==> src/rtl/control_sequencer_pkg.sv <==
// +--------------------------------------------------------------------------+
// | control_sequencer_pkg                                                     |
// | Opcodes, state/class encodings and bundled-port bit indices shared by     |
// | the control sequencer and its opcode class decoder.                       |
// | Rev 1.0                                                                   |
// +--------------------------------------------------------------------------+
`default_nettype none

package control_sequencer_pkg;

    localparam int OP_LD   = 0;
    localparam int OP_LDI  = 1;
    localparam int OP_ST   = 2;
    localparam int OP_ADD  = 3;
    localparam int OP_SHL  = 11;
    localparam int OP_ADDI = 12;
    localparam int OP_ORI  = 14;
    localparam int OP_BRZR = 19;
    localparam int OP_JR   = 20;
    localparam int OP_NOP  = 26;
    localparam int OP_HALT = 27;

    // gr_sel {Gra,Grb,Grc}
    localparam int GR_A = 2;
    localparam int GR_B = 1;
    localparam int GR_C = 0;
    // reg_ctl {Rin,Rout,BAout,Cout}
    localparam int RC_RIN   = 3;
    localparam int RC_ROUT  = 2;
    localparam int RC_BAOUT = 1;
    localparam int RC_COUT  = 0;
    // drv_sel {PCout,MDRout,Zlowout}
    localparam int DRV_PC  = 2;
    localparam int DRV_MDR = 1;
    localparam int DRV_ZLO = 0;
    // ld_en {PCin,IncPC,MARin,MDRin,IRin,Yin,Zin,CONin}
    localparam int LD_PC   = 7;
    localparam int LD_INC  = 6;
    localparam int LD_MAR  = 5;
    localparam int LD_MDR  = 4;
    localparam int LD_IR   = 3;
    localparam int LD_Y    = 2;
    localparam int LD_Z    = 1;
    localparam int LD_CON  = 0;
    // mem_ctl {Read,Write}
    localparam int MEM_RD = 1;
    localparam int MEM_WR = 0;

    typedef enum logic [3:0] {
        ST_RST   = 4'd0,
        ST_T0    = 4'd1,
        ST_T1    = 4'd2,
        ST_T2    = 4'd3,
        ST_T3    = 4'd4,
        ST_T4    = 4'd5,
        ST_T5    = 4'd6,
        ST_T6    = 4'd7,
        ST_T7    = 4'd8,
        ST_HALT  = 4'd9,
        ST_ERR   = 4'd10,
        ST_PAUSE = 4'd11
    } state_t;

    typedef enum logic [3:0] {
        CL_RTYPE = 4'd0,
        CL_IMM   = 4'd1,
        CL_LDI   = 4'd2,
        CL_LD    = 4'd3,
        CL_ST    = 4'd4,
        CL_BR    = 4'd5,
        CL_JR    = 4'd6,
        CL_NOP   = 4'd7,
        CL_HALT  = 4'd8
    } iclass_t;

endpackage

`default_nettype wire

==> src/rtl/control_sequencer_decode.sv <==
// +--------------------------------------------------------------------------+
// | control_sequencer_decode                                                  |
// | Opcode class decoder: opcode -> instruction class (unsupported -> NOP).   |
// | Rev 1.0                                                                   |
// +--------------------------------------------------------------------------+
`default_nettype none

module control_sequencer_decode
    import control_sequencer_pkg::*;
#(
    parameter int OPW = 5
) (
    input  logic [OPW-1:0] opcode_i,
    output iclass_t        class_o
);

    always_comb begin
        class_o = CL_NOP;
        if (opcode_i >= OPW'(OP_ADD) && opcode_i <= OPW'(OP_SHL)) begin
            class_o = CL_RTYPE;
        end else if (opcode_i >= OPW'(OP_ADDI) && opcode_i <= OPW'(OP_ORI)) begin
            class_o = CL_IMM;
        end else begin
            case (opcode_i)
                OPW'(OP_LD):   class_o = CL_LD;
                OPW'(OP_LDI):  class_o = CL_LDI;
                OPW'(OP_ST):   class_o = CL_ST;
                OPW'(OP_BRZR): class_o = CL_BR;
                OPW'(OP_JR):   class_o = CL_JR;
                OPW'(OP_HALT): class_o = CL_HALT;
                default:       class_o = CL_NOP;
            endcase
        end
    end

endmodule

`default_nettype wire

==> src/rtl/control_sequencer.sv <==
// +--------------------------------------------------------------------------+
// | control_sequencer                                                         |
// | Mini SRC control unit: steps T0..T7 per instruction class and drives the  |
// | register-select, bus-driver, load-enable, ALU and memory controls.        |
// | Optional: SINGLE_STEP_EN adds step_i and a PAUSE between instructions.   |
// | Rev 1.0                                                                   |
// +--------------------------------------------------------------------------+
`default_nettype none

module control_sequencer
    import control_sequencer_pkg::*;
#(
    parameter int MEM_TIMEOUT = 16,
    parameter int OPW         = 5
) (
    input  logic           clk,
    input  logic           clear,
`ifdef SINGLE_STEP_EN
    input  logic           step_i,
`endif
    input  logic [31:0]    ir_i,
    input  logic           mem_rdy_i,
    input  logic           con_ff_i,
    output logic [2:0]     gr_sel_o,
    output logic [3:0]     reg_ctl_o,
    output logic [2:0]     drv_sel_o,
    output logic [7:0]     ld_en_o,
    output logic [1:0]     mem_ctl_o,
    output logic [OPW-1:0] alu_op_o,
    output logic           run_o,
    output logic           err_o
);

    localparam int CNT_W = $clog2(MEM_TIMEOUT + 1);

    state_t           state_q, state_d;
    logic [OPW-1:0]   op_q;
    logic [CNT_W-1:0] cnt_q, cnt_d;
    logic [OPW-1:0]   dec_op;
    iclass_t          cls;
    state_t           end_st;
    logic             mem_wait;
    logic             timeout;
    logic             unused_ir_bits;

    assign unused_ir_bits = ^ir_i[31-OPW:0];

    // In T2 the IR is still being loaded, so decode straight from ir_i there.
    assign dec_op = (state_q == ST_T2) ? ir_i[31 -: OPW] : op_q;

    control_sequencer_decode #(.OPW(OPW)) u_decode (
        .opcode_i (dec_op),
        .class_o  (cls)
    );

`ifdef SINGLE_STEP_EN
    assign end_st = ST_PAUSE;
`else
    assign end_st = ST_T0;
`endif

    assign mem_wait = (state_q == ST_T1)
                   || (state_q == ST_T6 && cls == CL_LD)
                   || (state_q == ST_T7 && cls == CL_ST);
    assign timeout  = (cnt_q == CNT_W'(MEM_TIMEOUT - 1));

    always_ff @(posedge clk or negedge clear) begin
        if (!clear) begin
            state_q <= ST_RST;
            op_q    <= '0;
            cnt_q   <= '0;
        end else begin
            state_q <= state_d;
            cnt_q   <= cnt_d;
            if (state_q == ST_T2) begin
                op_q <= ir_i[31 -: OPW];
            end
        end
    end

    always_comb begin
        state_d = state_q;
        case (state_q)
            ST_RST: state_d = ST_T0;
            ST_T0:  state_d = ST_T1;
            ST_T1: begin
                if (mem_rdy_i)    state_d = ST_T2;
                else if (timeout) state_d = ST_ERR;
            end
            ST_T2: begin
                if (cls == CL_HALT)     state_d = ST_HALT;
                else if (cls == CL_NOP) state_d = end_st;
                else                    state_d = ST_T3;
            end
            ST_T3: state_d = (cls == CL_JR) ? end_st : ST_T4;
            ST_T4: state_d = ST_T5;
            ST_T5: begin
                if (cls == CL_LD || cls == CL_ST || cls == CL_BR) state_d = ST_T6;
                else                                              state_d = end_st;
            end
            ST_T6: begin
                if (cls == CL_BR)     state_d = end_st;
                else if (cls == CL_ST) state_d = ST_T7;
                else if (mem_rdy_i)    state_d = ST_T7;
                else if (timeout)      state_d = ST_ERR;
            end
            ST_T7: begin
                if (cls != CL_ST || mem_rdy_i) state_d = end_st;
                else if (timeout)              state_d = ST_ERR;
            end
`ifdef SINGLE_STEP_EN
            ST_PAUSE: if (step_i) state_d = ST_T0;
`else
            ST_PAUSE: state_d = ST_T0;
`endif
            default: state_d = state_q;
        endcase
    end

    // The wait counter restarts from zero whenever a wait state is (re)entered.
    always_comb begin
        cnt_d = '0;
        if (mem_wait && state_d == state_q) begin
            cnt_d = cnt_q + CNT_W'(1);
        end
    end

    always_comb begin
        gr_sel_o  = '0;
        reg_ctl_o = '0;
        drv_sel_o = '0;
        ld_en_o   = '0;
        mem_ctl_o = '0;
        alu_op_o  = '0;
        run_o     = 1'b0;
        err_o     = (state_q == ST_ERR);
        case (state_q)
            ST_T0: begin
                run_o             = 1'b1;
                drv_sel_o[DRV_PC] = 1'b1;
                ld_en_o[LD_MAR]   = 1'b1;
                ld_en_o[LD_INC]   = 1'b1;
                ld_en_o[LD_Z]     = 1'b1;
            end
            ST_T1: begin
                run_o              = 1'b1;
                drv_sel_o[DRV_ZLO] = 1'b1;
                ld_en_o[LD_PC]     = 1'b1;
                mem_ctl_o[MEM_RD]  = 1'b1;
                ld_en_o[LD_MDR]    = mem_rdy_i;
            end
            ST_T2: begin
                run_o              = 1'b1;
                drv_sel_o[DRV_MDR] = 1'b1;
                ld_en_o[LD_IR]     = 1'b1;
            end
            ST_T3: begin
                run_o = 1'b1;
                case (cls)
                    CL_RTYPE, CL_IMM: begin
                        gr_sel_o[GR_B]     = 1'b1;
                        reg_ctl_o[RC_ROUT] = 1'b1;
                        ld_en_o[LD_Y]      = 1'b1;
                    end
                    CL_LDI, CL_LD, CL_ST: begin
                        gr_sel_o[GR_B]      = 1'b1;
                        reg_ctl_o[RC_BAOUT] = 1'b1;
                        ld_en_o[LD_Y]       = 1'b1;
                    end
                    CL_BR: begin
                        gr_sel_o[GR_A]     = 1'b1;
                        reg_ctl_o[RC_ROUT] = 1'b1;
                        ld_en_o[LD_CON]    = 1'b1;
                    end
                    CL_JR: begin
                        gr_sel_o[GR_A]     = 1'b1;
                        reg_ctl_o[RC_ROUT] = 1'b1;
                        ld_en_o[LD_PC]     = 1'b1;
                    end
                    default: ;
                endcase
            end
            ST_T4: begin
                run_o = 1'b1;
                case (cls)
                    CL_RTYPE: begin
                        gr_sel_o[GR_C]     = 1'b1;
                        reg_ctl_o[RC_ROUT] = 1'b1;
                        ld_en_o[LD_Z]      = 1'b1;
                        alu_op_o           = op_q;
                    end
                    CL_IMM: begin
                        reg_ctl_o[RC_COUT] = 1'b1;
                        ld_en_o[LD_Z]      = 1'b1;
                        alu_op_o           = op_q;
                    end
                    CL_LDI, CL_LD, CL_ST: begin
                        reg_ctl_o[RC_COUT] = 1'b1;
                        ld_en_o[LD_Z]      = 1'b1;
                        alu_op_o           = OPW'(OP_ADD);
                    end
                    CL_BR: begin
                        drv_sel_o[DRV_PC] = 1'b1;
                        ld_en_o[LD_Y]     = 1'b1;
                    end
                    default: ;
                endcase
            end
            ST_T5: begin
                run_o = 1'b1;
                case (cls)
                    CL_RTYPE, CL_IMM, CL_LDI: begin
                        drv_sel_o[DRV_ZLO] = 1'b1;
                        gr_sel_o[GR_A]     = 1'b1;
                        reg_ctl_o[RC_RIN]  = 1'b1;
                    end
                    CL_LD, CL_ST: begin
                        drv_sel_o[DRV_ZLO] = 1'b1;
                        ld_en_o[LD_MAR]    = 1'b1;
                    end
                    CL_BR: begin
                        reg_ctl_o[RC_COUT] = 1'b1;
                        ld_en_o[LD_Z]      = 1'b1;
                        alu_op_o           = OPW'(OP_ADD);
                    end
                    default: ;
                endcase
            end
            ST_T6: begin
                run_o = 1'b1;
                case (cls)
                    CL_LD: begin
                        mem_ctl_o[MEM_RD] = 1'b1;
                        ld_en_o[LD_MDR]   = mem_rdy_i;
                    end
                    CL_ST: begin
                        gr_sel_o[GR_A]     = 1'b1;
                        reg_ctl_o[RC_ROUT] = 1'b1;
                        ld_en_o[LD_MDR]    = 1'b1;
                    end
                    CL_BR: begin
                        drv_sel_o[DRV_ZLO] = con_ff_i;
                        ld_en_o[LD_PC]     = con_ff_i;
                    end
                    default: ;
                endcase
            end
            ST_T7: begin
                run_o = 1'b1;
                case (cls)
                    CL_LD: begin
                        drv_sel_o[DRV_MDR] = 1'b1;
                        gr_sel_o[GR_A]     = 1'b1;
                        reg_ctl_o[RC_RIN]  = 1'b1;
                    end
                    CL_ST: mem_ctl_o[MEM_WR] = 1'b1;
                    default: ;
                endcase
            end
            default: ;
        endcase
    end

endmodule

`default_nettype wire
==> config.mk <==
export PLATFORM = sky130hd
export DESIGN_NAME = control_sequencer
export DESIGN_NICKNAME = d
export VERILOG_FILES = /design/src/rtl/control_sequencer_pkg.sv /design/src/rtl/control_sequencer_decode.sv /design/src/rtl/control_sequencer.sv
export SDC_FILE = /design/constraint.sdc
export NUM_CORES = 1
export LEC_CHECK = 0
export ABC_AREA = 1
export BUFFER_PORTS_ARGS = -buffer_cell sky130_fd_sc_hd__buf_2
export CORE_ASPECT_RATIO = 1.4
export CORE_UTILIZATION = 52
export CTS_BUF_LIST = sky130_fd_sc_hd__clkbuf_16
export CTS_CLUSTER_DIAMETER = 100
export DETAILED_ROUTE_END_ITERATION = 10
export PLACE_DENSITY = 0.95
export RECOVER_POWER = 100
export SLEW_MARGIN = 0
export SYNTH_ARGS = -nofsm -noshare
export SYNTH_HDL_FRONTEND = slang
export SYNTH_SLANG_ARGS = --single-unit
==> constraint.sdc <==
create_clock -name clk -period 3.35 [get_ports clk]
set_input_delay 0.5025 -clock clk [delete_from_list [all_inputs] [get_ports clk]]
set_output_delay 0.5025 -clock clk [all_outputs]
set_load 0.1 [all_outputs]
==> impl_metrics.tcl <==
set metrics [dict create \
    max_slew.worst_pin.slew_ns 1.16 \
    timing.critical_path.fanout_max 6 \
    ys_types 42 \
    worstPathRequired_ns 2.85 \
    syn_area_um2 1500 \
    groute.usage.overall 0.268 \
    layout.core_utilization 0.691 \
    final_hold_viol_count 0 \
    first_pass_grt_wire_length_um 6040 \
    tritoncts "yes" \
    place.port_buffers 34 \
    end_kind "primary output" \
    synth-async-reset-ratio 1.00 \
    gr-usage-met1 0.309 \
    yosysSeqAreaShare 0.233 \
    startpoint_type "register" \
    via_total_after_detailed_routing 1634 \
    crit_type "register to primary output" \
    coreArea_um2 2670 \
    nFillCells 234 \
    timing.fmax_mhz 315 \
    globalRoute.busiestLayer "met2" \
    drc_errors 0 \
    final-setup-viol-count 0 \
    drt_first_iter_violations 65 \
    first_global_vias 1461 \
    post_layout_nets 304 \
    outcome "finished clean" \
    grt_use_met3 0.0467 \
    mappedNetlistNets 267 \
    via_per_inst 5.43 \
    grt_remaining_overflow 0 \
    hpwlAfterDp_um 3030 \
    fin_crit_ns 3.17 \
    n_antenna_cell 0 \
    antenna_found_initial 0 \
    largest_net_degree_at_the_start_of_global_routing 15 \
    ctsLongestPathBuffers 2 \
    timing_max_transition_violations_final 0 \
    synthesis.instances 229 \
    max_slew_margin 0.231 \
    routabilityCongestion 0.956 \
    synth_edf_count 0 \
    ctsRootBufferMaster "sky130_fd_sc_hd__clkbuf_16" \
    average_detailed_routed_wire_length_per_instance_um 12.3 \
    clock_skew_ns 0.00172 \
    postSynth.topFlopCell "sky130_fd_sc_hd__dfrtp_1" \
    critPathArrivalTime_ns 2.67 \
    ios 63 \
    die_area_um2 3110 \
    tritoncts.num_buffers 3 \
    floorplan.initialDensity 0.563 \
    cts_htree_levels 1 \
    worstSkewPairLatency_ns 0.24 \
    yosysWarningCount 0 \
    post_route_cells_drive_above_1_share 0.302 \
    rsz_0062_raised_after_global_routing "false" \
    routed_wirelength_um 3710 \
    syn_avg_cell_area_um2 6.56 \
    clock_pin_slew_on_the_worst_setup_and_hold_paths_ns 0.04 \
    ys_seq_elements 14 \
    area.growth.synth_to_final_pct 22.7 \
    firstDrtPassIters 4 \
    clock_sink_count 14 \
    die_height_um 65.6 \
    rows 22 \
    die_w_um 47.4 \
    hold_path_class "input port to asynchronous set/reset pin" \
    final.period_utilization 0.947 \
    grt_use_met2 0.473 \
    drv.max_cap_violation_count 0 \
    ant_nets 0 \
]
==> kinds of logic (layout without fill, tap and decap cells) <==
kind of cell | count (synthesis) | in the layout | share of synthesized area
flops | 14 | 14 | 0.233
fa+ha+maj | 2 | 2 | 0.0167
other cells | 1 | 1 | 0.00250
compound gates | 32 | 32 | 0.143
buf+inv | 43 | 79 | 0.118
simple gates | 134 | 134 | 0.469
xor+xnor | 3 | 3 | 0.0175
==> cells in the final DEF (no fill, tap or decap), drive strengths merged <==
cell and count:
nand2 61, inv 41, nor2 40, clkbuf 27, nand3 19, o21ai 15
dfrtp 14, buf 10, nor3 5, o211ai 4, a21oi 4, nand4 4
nand3b 2, xor2 2, ha 2, o22ai 2, and3 1, o21bai 1
o31ai 1, o221ai 1, a31o 1, or2 1, xnor2 1, a221oi 1
a41oi 1, o2111ai 1, and2 1, conb 1, clkinv 1
==> registers in the layout (all words and copies together) (netlist names) <==
name / flops
op_q: 5
cnt_q: 5
state_q: 4
==> layout make-up <==
| type | instances | area (µm²) | area share |
|---|---|---|---|
| Multi-Input combinational cell | 172 | 1030 | 0.559 |
| Clock inverter | 1 | 3.75 | 0.00204 |
| Timing Repair Buffer | 34 | 180 | 0.0977 |
| Inverter | 41 | 159 | 0.0862 |
| Clock buffer | 3 | 75.1 | 0.0407 |
| Tap cell | 36 | 45.0 | 0.0244 |
| Sequential cell | 14 | 350 | 0.190 |
==> routing by layer <==
| layer | routed length [µm] | share of wire | vias up |
|---|---|---|---|
| li1 | - | - | 807 |
| met1 | 1470 | 0.40 | 762 |
| met2 | 1950 | 0.53 | 57 |
| met3 | 195 | 0.053 | 8 |
| met4 | 86 | 0.023 | 0 |
| met5 | 0 | 0 | - |
==> cells in the mapped netlist (4+ instances only) <==
library cell | number | area (µm²)
sky130_fd_sc_hd__nand2_1 | 47 | 176
sky130_fd_sc_hd__inv_1 | 37 | 139
sky130_fd_sc_hd__nor2_1 | 32 | 120
sky130_fd_sc_hd__nand3_1 | 17 | 85.1
sky130_fd_sc_hd__dfrtp_1 | 14 | 350
sky130_fd_sc_hd__o21ai_0 | 11 | 55.1
sky130_fd_sc_hd__nand2_2 | 8 | 50.1
sky130_fd_sc_hd__nand2_4 | 6 | 67.6
sky130_fd_sc_hd__nor2_2 | 5 | 31.3
sky130_fd_sc_hd__a21oi_1 | 4 | 20.0
sky130_fd_sc_hd__o211ai_1 | 4 | 30.0
==> worst paths after layout <==
path,slack (ns),depth (start not counted),from,end
worst max-delay path,0.18,15,state_q[3],reg_ctl_o[1]
worst min-delay path,0.30,1,clear,cnt_q[0]
worst max register to register,0.54,15,state_q[3],cnt_q[2]
worst min register to register,0.46,1,cnt_q[0],cnt_q[0]
max in group asynchronous,2.60,1,clear,cnt_q[3]
min in group clk,0.46,1,cnt_q[0],cnt_q[0]
==> metrics by stage <==
stage	hold slack, ns	TNS (ns)	std cells	worst slack [ns]	instance area (µm²)
after floorplan	0.207	-0.0130	229	-0.0130	1580
after CTS	0.158	0	301	0.103	1850
after detailed placement	0.410	0	297	0.361	1780
after global placement	0.403	0	297	0.409	1780
final	0.297	0	301	0.179	1840
after global routing	0.369	0	301	0.00137	1840
==> worst max-delay path, cell delays in order (launching register included) <==
cell	delay (ns)
sky130_fd_sc_hd__dfrtp_1	0.47
sky130_fd_sc_hd__inv_2	0.13
sky130_fd_sc_hd__nand2_1	0.15
sky130_fd_sc_hd__nor2_4	0.18
sky130_fd_sc_hd__nand2_1	0.07
sky130_fd_sc_hd__nand2_1	0.12
sky130_fd_sc_hd__nand2_2	0.12
sky130_fd_sc_hd__inv_2	0.13
sky130_fd_sc_hd__nand2_1	0.08
sky130_fd_sc_hd__nand2_2	0.13
sky130_fd_sc_hd__nand2_2	0.10
sky130_fd_sc_hd__nor2_2	0.13
sky130_fd_sc_hd__inv_1	0.06
sky130_fd_sc_hd__nand2_1	0.09
sky130_fd_sc_hd__and2_2	0.15
sky130_fd_sc_hd__clkbuf_4	0.31
==> repair_timing <==
item,in CTS,in global routing
resized for setup,0,9
hold buffers,0,0
setup buffers,0,0
setup endpoints to repair,0,6
Power is not shown: default switching activity piles up to over one toggle a cycle in this logic, so the estimate is an artifact.
